===== config.mk =====
export PLATFORM = sky130hd
export DESIGN_NAME = ysyx_24100006_wbu
export DESIGN_NICKNAME = d
export VERILOG_FILES = /design/src/rtl/ysyx_24100006_wbu.sv
export SDC_FILE = /design/constraint.sdc
export NUM_CORES = 1
export LEC_CHECK = 0
export CAP_MARGIN = 20
export CORE_MARGIN = 2
export CORE_UTILIZATION = 25
export CTS_CLUSTER_SIZE = 25
export DETAILED_ROUTE_END_ITERATION = 10
export PLACE_DENSITY = 0.51
export SETUP_SLACK_MARGIN = 0.15
export SYNTH_ARGS = -nofsm -noshare
export SYNTH_HDL_FRONTEND = slang
export SYNTH_SLANG_ARGS = --single-unit

===== constraint.sdc =====
create_clock -name clk -period 3.3 [get_ports clk]
set_clock_uncertainty 0.2 [all_clocks]
set_input_delay 0.66 -clock clk [delete_from_list [all_inputs] [get_ports clk]]
set_output_delay 0.66 -clock clk [all_outputs]
set_load 0.005 [all_outputs]

===== src/rtl/ysyx_24100006_wbu.sv =====
// ysyx_24100006_wbu -- write-back unit, producer side of the GPR write port.
//
// Accepts one retiring instruction from the EXU through a valid/ready handshake.
// For a load it waits for the memory response, then extracts and extends the
// addressed byte, halfword or word. Either way it issues one registered GPR
// write slot, which also carries the retire pulse.
//
// Ports
//   clk, reset          clock and synchronous active-high reset
//   in_valid/in_ready   EXU handshake; in_ready is high only in IDLE, outside reset
//   in_rd, in_reg_wen   destination register and its write enable
//   in_is_load          the result comes from memory instead of in_result
//   in_funct3           load type (LB/LH/LW/LBU/LHU; other codes behave as LW)
//   in_addr_lo          low two bits of the load byte address
//   in_result           ALU/CSR/link result for non-loads
//   mem_rvalid/rready   load-data handshake; mem_rready is high only in WAIT_MEM
//   mem_rdata           aligned 32-bit word that holds the load data
//   gpr_wen/waddr/wdata GPR write port; gpr_wen is a registered one-cycle pulse
//   wb_done             retire pulse, raised in the same cycle as the write slot
//   busy_valid, busy_rd pending destination for hazard checks (busy_rd is 0 if no write)
module ysyx_24100006_wbu #(
    parameter int ADDR_WIDTH = 4,
    parameter int DATA_WIDTH = 32
) (
    input  logic                  clk,
    input  logic                  reset,
    input  logic                  in_valid,
    output logic                  in_ready,
    input  logic [ADDR_WIDTH-1:0] in_rd,
    input  logic                  in_reg_wen,
    input  logic                  in_is_load,
    input  logic [2:0]            in_funct3,
    input  logic [1:0]            in_addr_lo,
    input  logic [DATA_WIDTH-1:0] in_result,
    input  logic                  mem_rvalid,
    output logic                  mem_rready,
    input  logic [DATA_WIDTH-1:0] mem_rdata,
    output logic                  gpr_wen,
    output logic [ADDR_WIDTH-1:0] gpr_waddr,
    output logic [DATA_WIDTH-1:0] gpr_wdata,
    output logic                  wb_done,
    output logic                  busy_valid,
    output logic [ADDR_WIDTH-1:0] busy_rd
);

    typedef enum logic [1:0] {
        S_IDLE     = 2'd0,
        S_WAIT_MEM = 2'd1,
        S_WRITE    = 2'd2
    } state_t;

    state_t state, state_nxt;

    logic [ADDR_WIDTH-1:0] rd_q;
    logic                  reg_wen_q;
    logic [2:0]            funct3_q;
    logic [1:0]            addr_lo_q;
    logic                  accept;
    logic                  mem_fire;

    // Select the addressed lane and extend it. addr_lo[0] is ignored for
    // halfwords, so a misaligned halfword reads the aligned lane.
    function automatic logic [DATA_WIDTH-1:0] load_ext(
        input logic [DATA_WIDTH-1:0] word,
        input logic [2:0]            f3,
        input logic [1:0]            lo
    );
        logic signed [7:0]     b;
        logic signed [15:0]    h;
        logic [DATA_WIDTH-1:0] r;
        case (lo)
            2'd0:    b = word[7:0];
            2'd1:    b = word[15:8];
            2'd2:    b = word[23:16];
            default: b = word[31:24];
        endcase
        h = lo[1] ? word[31:16] : word[15:0];
        case (f3)
            3'd0:    r = {{(DATA_WIDTH-8){b[7]}}, b};
            3'd1:    r = {{(DATA_WIDTH-16){h[15]}}, h};
            3'd4:    r = {{(DATA_WIDTH-8){1'b0}}, b};
            3'd5:    r = {{(DATA_WIDTH-16){1'b0}}, h};
            default: r = word;
        endcase
        return r;
    endfunction

    always_ff @(posedge clk) begin
        if (reset) begin
            state <= S_IDLE;
        end else begin
            state <= state_nxt;
        end
    end

    // Handshakes are suppressed while reset is high. This drops a load
    // response that arrives in the same cycle as reset.
    always_comb begin
        state_nxt  = state;
        in_ready   = 1'b0;
        mem_rready = 1'b0;
        accept     = 1'b0;
        mem_fire   = 1'b0;
        case (state)
            S_IDLE: begin
                in_ready = !reset;
                accept   = in_valid && !reset;
                if (accept) begin
                    state_nxt = in_is_load ? S_WAIT_MEM : S_WRITE;
                end
            end
            S_WAIT_MEM: begin
                mem_rready = !reset;
                mem_fire   = mem_rvalid && !reset;
                if (mem_fire) begin
                    state_nxt = S_WRITE;
                end
            end
            S_WRITE: begin
                state_nxt = S_IDLE;
            end
            default: begin
                state_nxt = S_IDLE;
            end
        endcase
    end

    always_comb begin
        busy_valid = (state != S_IDLE);
        busy_rd    = (busy_valid && reg_wen_q) ? rd_q : '0;
    end

    // Write slot registers: they are loaded on the edge that enters WRITE, so
    // the write and the retire pulse are visible for exactly the WRITE cycle.
    // waddr/wdata keep their value between slots.
    always_ff @(posedge clk) begin
        if (reset) begin
            rd_q      <= '0;
            reg_wen_q <= 1'b0;
            funct3_q  <= '0;
            addr_lo_q <= '0;
            gpr_wen   <= 1'b0;
            wb_done   <= 1'b0;
            gpr_waddr <= '0;
            gpr_wdata <= '0;
        end else begin
            gpr_wen <= 1'b0;
            wb_done <= 1'b0;
            if (accept) begin
                rd_q      <= in_rd;
                reg_wen_q <= in_reg_wen;
                funct3_q  <= in_funct3;
                addr_lo_q <= in_addr_lo;
                if (!in_is_load) begin
                    gpr_wen   <= in_reg_wen && (in_rd != '0);
                    wb_done   <= 1'b1;
                    gpr_waddr <= in_rd;
                    gpr_wdata <= in_result;
                end
            end
            if (mem_fire) begin
                gpr_wen   <= reg_wen_q && (rd_q != '0);
                wb_done   <= 1'b1;
                gpr_waddr <= rd_q;
                gpr_wdata <= load_ext(mem_rdata, funct3_q, addr_lo_q);
            end
        end
    end

endmodule


==> impl_metrics.env <==
export IMPL_final_antenna_net_count=0
export IMPL_synth_seq_area_share_pct=36.7
export IMPL_ys_flop_type="dfxtp_1"
export IMPL_ctsResizeCount=0
export IMPL_finalCritPeriodShare_pct=85.6
export IMPL_synthArstFlopShare_pct=0
export IMPL_ys_ff_latch=50
export IMPL_rrSetupSlack_ps=1020
export IMPL_syn_inst=318
export IMPL_final_nets=508
export IMPL_yosysWarningCount=0
export IMPL_ir_drop_mv=0.175
export IMPL_grt_pass1_vias=2922
export IMPL_ys_types=52
export IMPL_worst_slew_pin_transition_ps=968
export IMPL_io_pin_count=124
export IMPL_overflow=0
export IMPL_intPower_mw=1.01
export IMPL_cts_buffers=5
export IMPL_slowest_delay_ps=570
export IMPL_setup_viol=0
export IMPL_drv_cap=0
export IMPL_path_class="in -> out"
export IMPL_drtIter0Drc=150
export IMPL_crit_path_frequent_cell="clkdlybuf4s50_1"
export IMPL_core_um2=10700
export IMPL_min_period_ps=2830
export IMPL_synth_fp_nets=397
export IMPL_route_detailed_drc=0
export IMPL_critPathCapture="in_ready"
export IMPL_slowest_stage="clkdlybuf4s50_1"
export IMPL_p_comb_share_pct=27.4
export IMPL_drv_slew=0
export IMPL_synth_edf_count=0
export IMPL_hold_path_depth=1
export IMPL_rsz0062_at_grt="false"
export IMPL_gp_congestion=0.786
export IMPL_cts_buffer_depth=2
export IMPL_placement_io_buffers=123
export IMPL_grt_use_total_pct=16.2
export IMPL_reg2reg_depth=5
export IMPL_r2r_end="gpr_wdata[26]$_SDFFE_PP0P_"
export IMPL_place_hpwl_um=7400
export IMPL_dp_cells=562
export IMPL_cp_start_kind="input pin"
export IMPL_clock_sinks=50
export IMPL_vias=2836
export IMPL_netlist_area_um2=2730
export IMPL_cp_max_fo=4
export IMPL_chipWidth_um=109
export IMPL_tritoncts="built"
export IMPL_rows=38
export IMPL_cts_root_buffer="clkbuf_8"
export IMPL_power_share_switching_pct=28.8
export IMPL_start_util_pct=25.4
export IMPL_power_switching_uw=408
export IMPL_reg2reg_from="addr_lo_q[1]$_SDFFE_PP0P_"
export IMPL_cts_max_level=2
export IMPL_pwr_share_clk_pct=24.6
export IMPL_grt_max_degree=24
export IMPL_critPathArrivalTime_ps=1970
export IMPL_fmax_mhz=354
export IMPL_pwr_share_seq_pct=48.0
export IMPL_setup_tns_ps=0
export IMPL_design_die_area_um2=11800
export IMPL_antenna_found_initial=0
export IMPL_drt_total_wl_um=9600
export IMPL_syn_avg_cell_area_um2=8.59
export IMPL_cp_end_kind="primary output"
export IMPL_n_antenna_cell=0
export IMPL_drive_above_1_share_pct=8.62
export IMPL_firstDrtPassIters=4
export IMPL_vias_per_cell=4.98
export IMPL_cts_setup_buffers=0
export IMPL_min_path_type="reg -> reg"
export IMPL_cts_hold_buf=0
export IMPL_relSlewSlack_pct=35.2
export IMPL_synthToLayoutAreaGrowth_pct=51.1
export IMPL_stdcell_count=569
export IMPL_critPathRequiredTime_ps=2440
export IMPL_status="completed"
export IMPL_clkLatencyLatePin_ps=300
export IMPL_post_drt_wl_per_cell_um=16.9
export IMPL_grt_pass1_wl_um=15000
export IMPL_p_leak_nw=1.46
export IMPL_hold_violations=0
export IMPL_fp_dieH_um=109
export IMPL_power_density_nw_per_um2=342
export IMPL_worstPathCellList="clkdlybuf4s50_1 -> nor3_1 -> clkdlybuf4s50_1"
export IMPL_crit_path_start="reset"
export IMPL_path_clk_slew_ps=90
[how the worst min path moves through the flow]
stage / from / to / slack, ps
after floorplan: gpr_wdata[16]$_SDFFE_PP0P_ / gpr_wdata[16]$_SDFFE_PP0P_ / 260
after global placement: gpr_wdata[16]$_SDFFE_PP0P_ / gpr_wdata[16]$_SDFFE_PP0P_ / 250
after detailed placement: gpr_wdata[7]$_SDFFE_PP0P_ / gpr_wdata[7]$_SDFFE_PP0P_ / 250
after CTS: gpr_wdata[7]$_SDFFE_PP0P_ / gpr_wdata[7]$_SDFFE_PP0P_ / 280
after global routing: gpr_wdata[22]$_SDFFE_PP0P_ / gpr_wdata[22]$_SDFFE_PP0P_ / 290
final: gpr_wdata[7]$_SDFFE_PP0P_ / gpr_wdata[7]$_SDFFE_PP0P_ / 270
[cell families after synthesis]
family	Yosys count	share of synthesized area, %
flops	50	36.7
compound gates	112	28.1
mux	18	7.24
buf+inv	32	7.10
simple gates	106	20.9
[cell type report]
cell class / count / area, um2
sequential: 50 / 1000
multi-input combinational: 236 / 1550
inverter: 4 / 20.0
timing repair buffer: 132 / 1300
clock inverter: 1 / 7.51
fill: 1143 / 6620
tap: 140 / 175
clock buffer: 6 / 72.6
[critical path, delay by kind of cell]
| family | cells | cell delay [ps] |
|---|---|---|
| buf+inv | 2 | 1010 |
| simple gates | 1 | 290 |
[cell usage in the layout (no fill, tap or decap), types with 3 or more instances in the layout]
cell,count
a21oi_1,18
a221oi_1,8
a22oi_1,14
a22oi_2,4
a31o_2,4
and3_1,6
buf_4,9
clkbuf_8,5
clkdlybuf4s50_1,123
dfxtp_1,50
mux2_2,4
mux2i_1,13
nand2_1,33
nor2_1,27
nor2b_1,13
nor3_1,3
nor4_2,5
o21ai_0,20
o21ai_1,11
o221ai_1,7
o22ai_1,9
o2bb2ai_1,9
[synth_stat cells (2+ instances only)]
cell / count / area, um2
o21ai_0: 20 / 100
nand2b_1: 2 / 12.5
mux2_2: 4 / 45.0
a22oi_1: 14 / 105
dfxtp_1: 50 / 1000
nor3b_1: 2 / 15.0
o2bb2ai_1: 9 / 78.8
nor4_2: 5 / 62.6
a22oi_2: 4 / 50.1
nor2b_1: 13 / 81.3
nand2_1: 33 / 124
a21oi_1: 18 / 90.1
o221ai_1: 7 / 61.3
o21ai_1: 11 / 55.1
buf_6: 8 / 90.1
and3_1: 6 / 37.5
buf_2: 3 / 15.0
nand4b_1: 2 / 17.5
nor3_1: 3 / 15.0
buf_1: 2 / 7.51
clkbuf_1: 13 / 48.8
mux2i_1: 13 / 130
a31o_2: 4 / 35.0
inv_1: 2 / 7.51
nor4_1: 2 / 12.5
o22ai_1: 9 / 56.3
nor2_1: 27 / 101
a221oi_1: 8 / 70.1
[sequential cells by signal, indices dropped and copies added (netlist names)]
signal	flops
gpr_waddr	4
state	2
rd_q	4
wb_done	1
gpr_wen	1
reg_wen_q	1
gpr_wdata	32
funct3_q	3
addr_lo_q	2
[power by group through the flow]
stage	clock, mW	sequential (mW)	combinational [mW]
2_1_floorplan	0	0.681	0.190
3_3_place_gp	0	0.692	0.386
3_5_place_dp	0	0.693	0.388
4_1_cts	0.364	0.679	0.390
5_1_grt	0.382	0.685	0.423
6_report	0.348	0.678	0.387
[per-stage QoR]
| stage | utilization (%) | power [mW] | hold WS (ps) | setup WS, ps | area, um2 |
|---|---|---|---|---|---|
| 6_report | 38.4 | 1.41 | 273 | 475 | 4130 |
| 5_1_grt | 38.4 | 1.49 | 292 | 329 | 4130 |
| 4_1_cts | 38.4 | 1.43 | 275 | 467 | 4130 |
| 3_5_place_dp | 37.6 | 1.08 | 251 | 339 | 4050 |
| 3_3_place_gp | 37.6 | 1.08 | 245 | 379 | 4050 |
| 2_1_floorplan | - | 0.871 | 256 | 1130 | 2730 |
[metal layers]
metal / track usage, % / vias to the layer above / share of wire, %
met5: 0 / - / 0
met1: 21.3 / 1342 / 45
li1: - / 1405 / -
met3: 4.22 / 4 / 6.8
met2: 26.8 / 85 / 47
met4: 3.57 / 0 / 0.35
No activity file was read; power rests on OpenSTA's default activity.
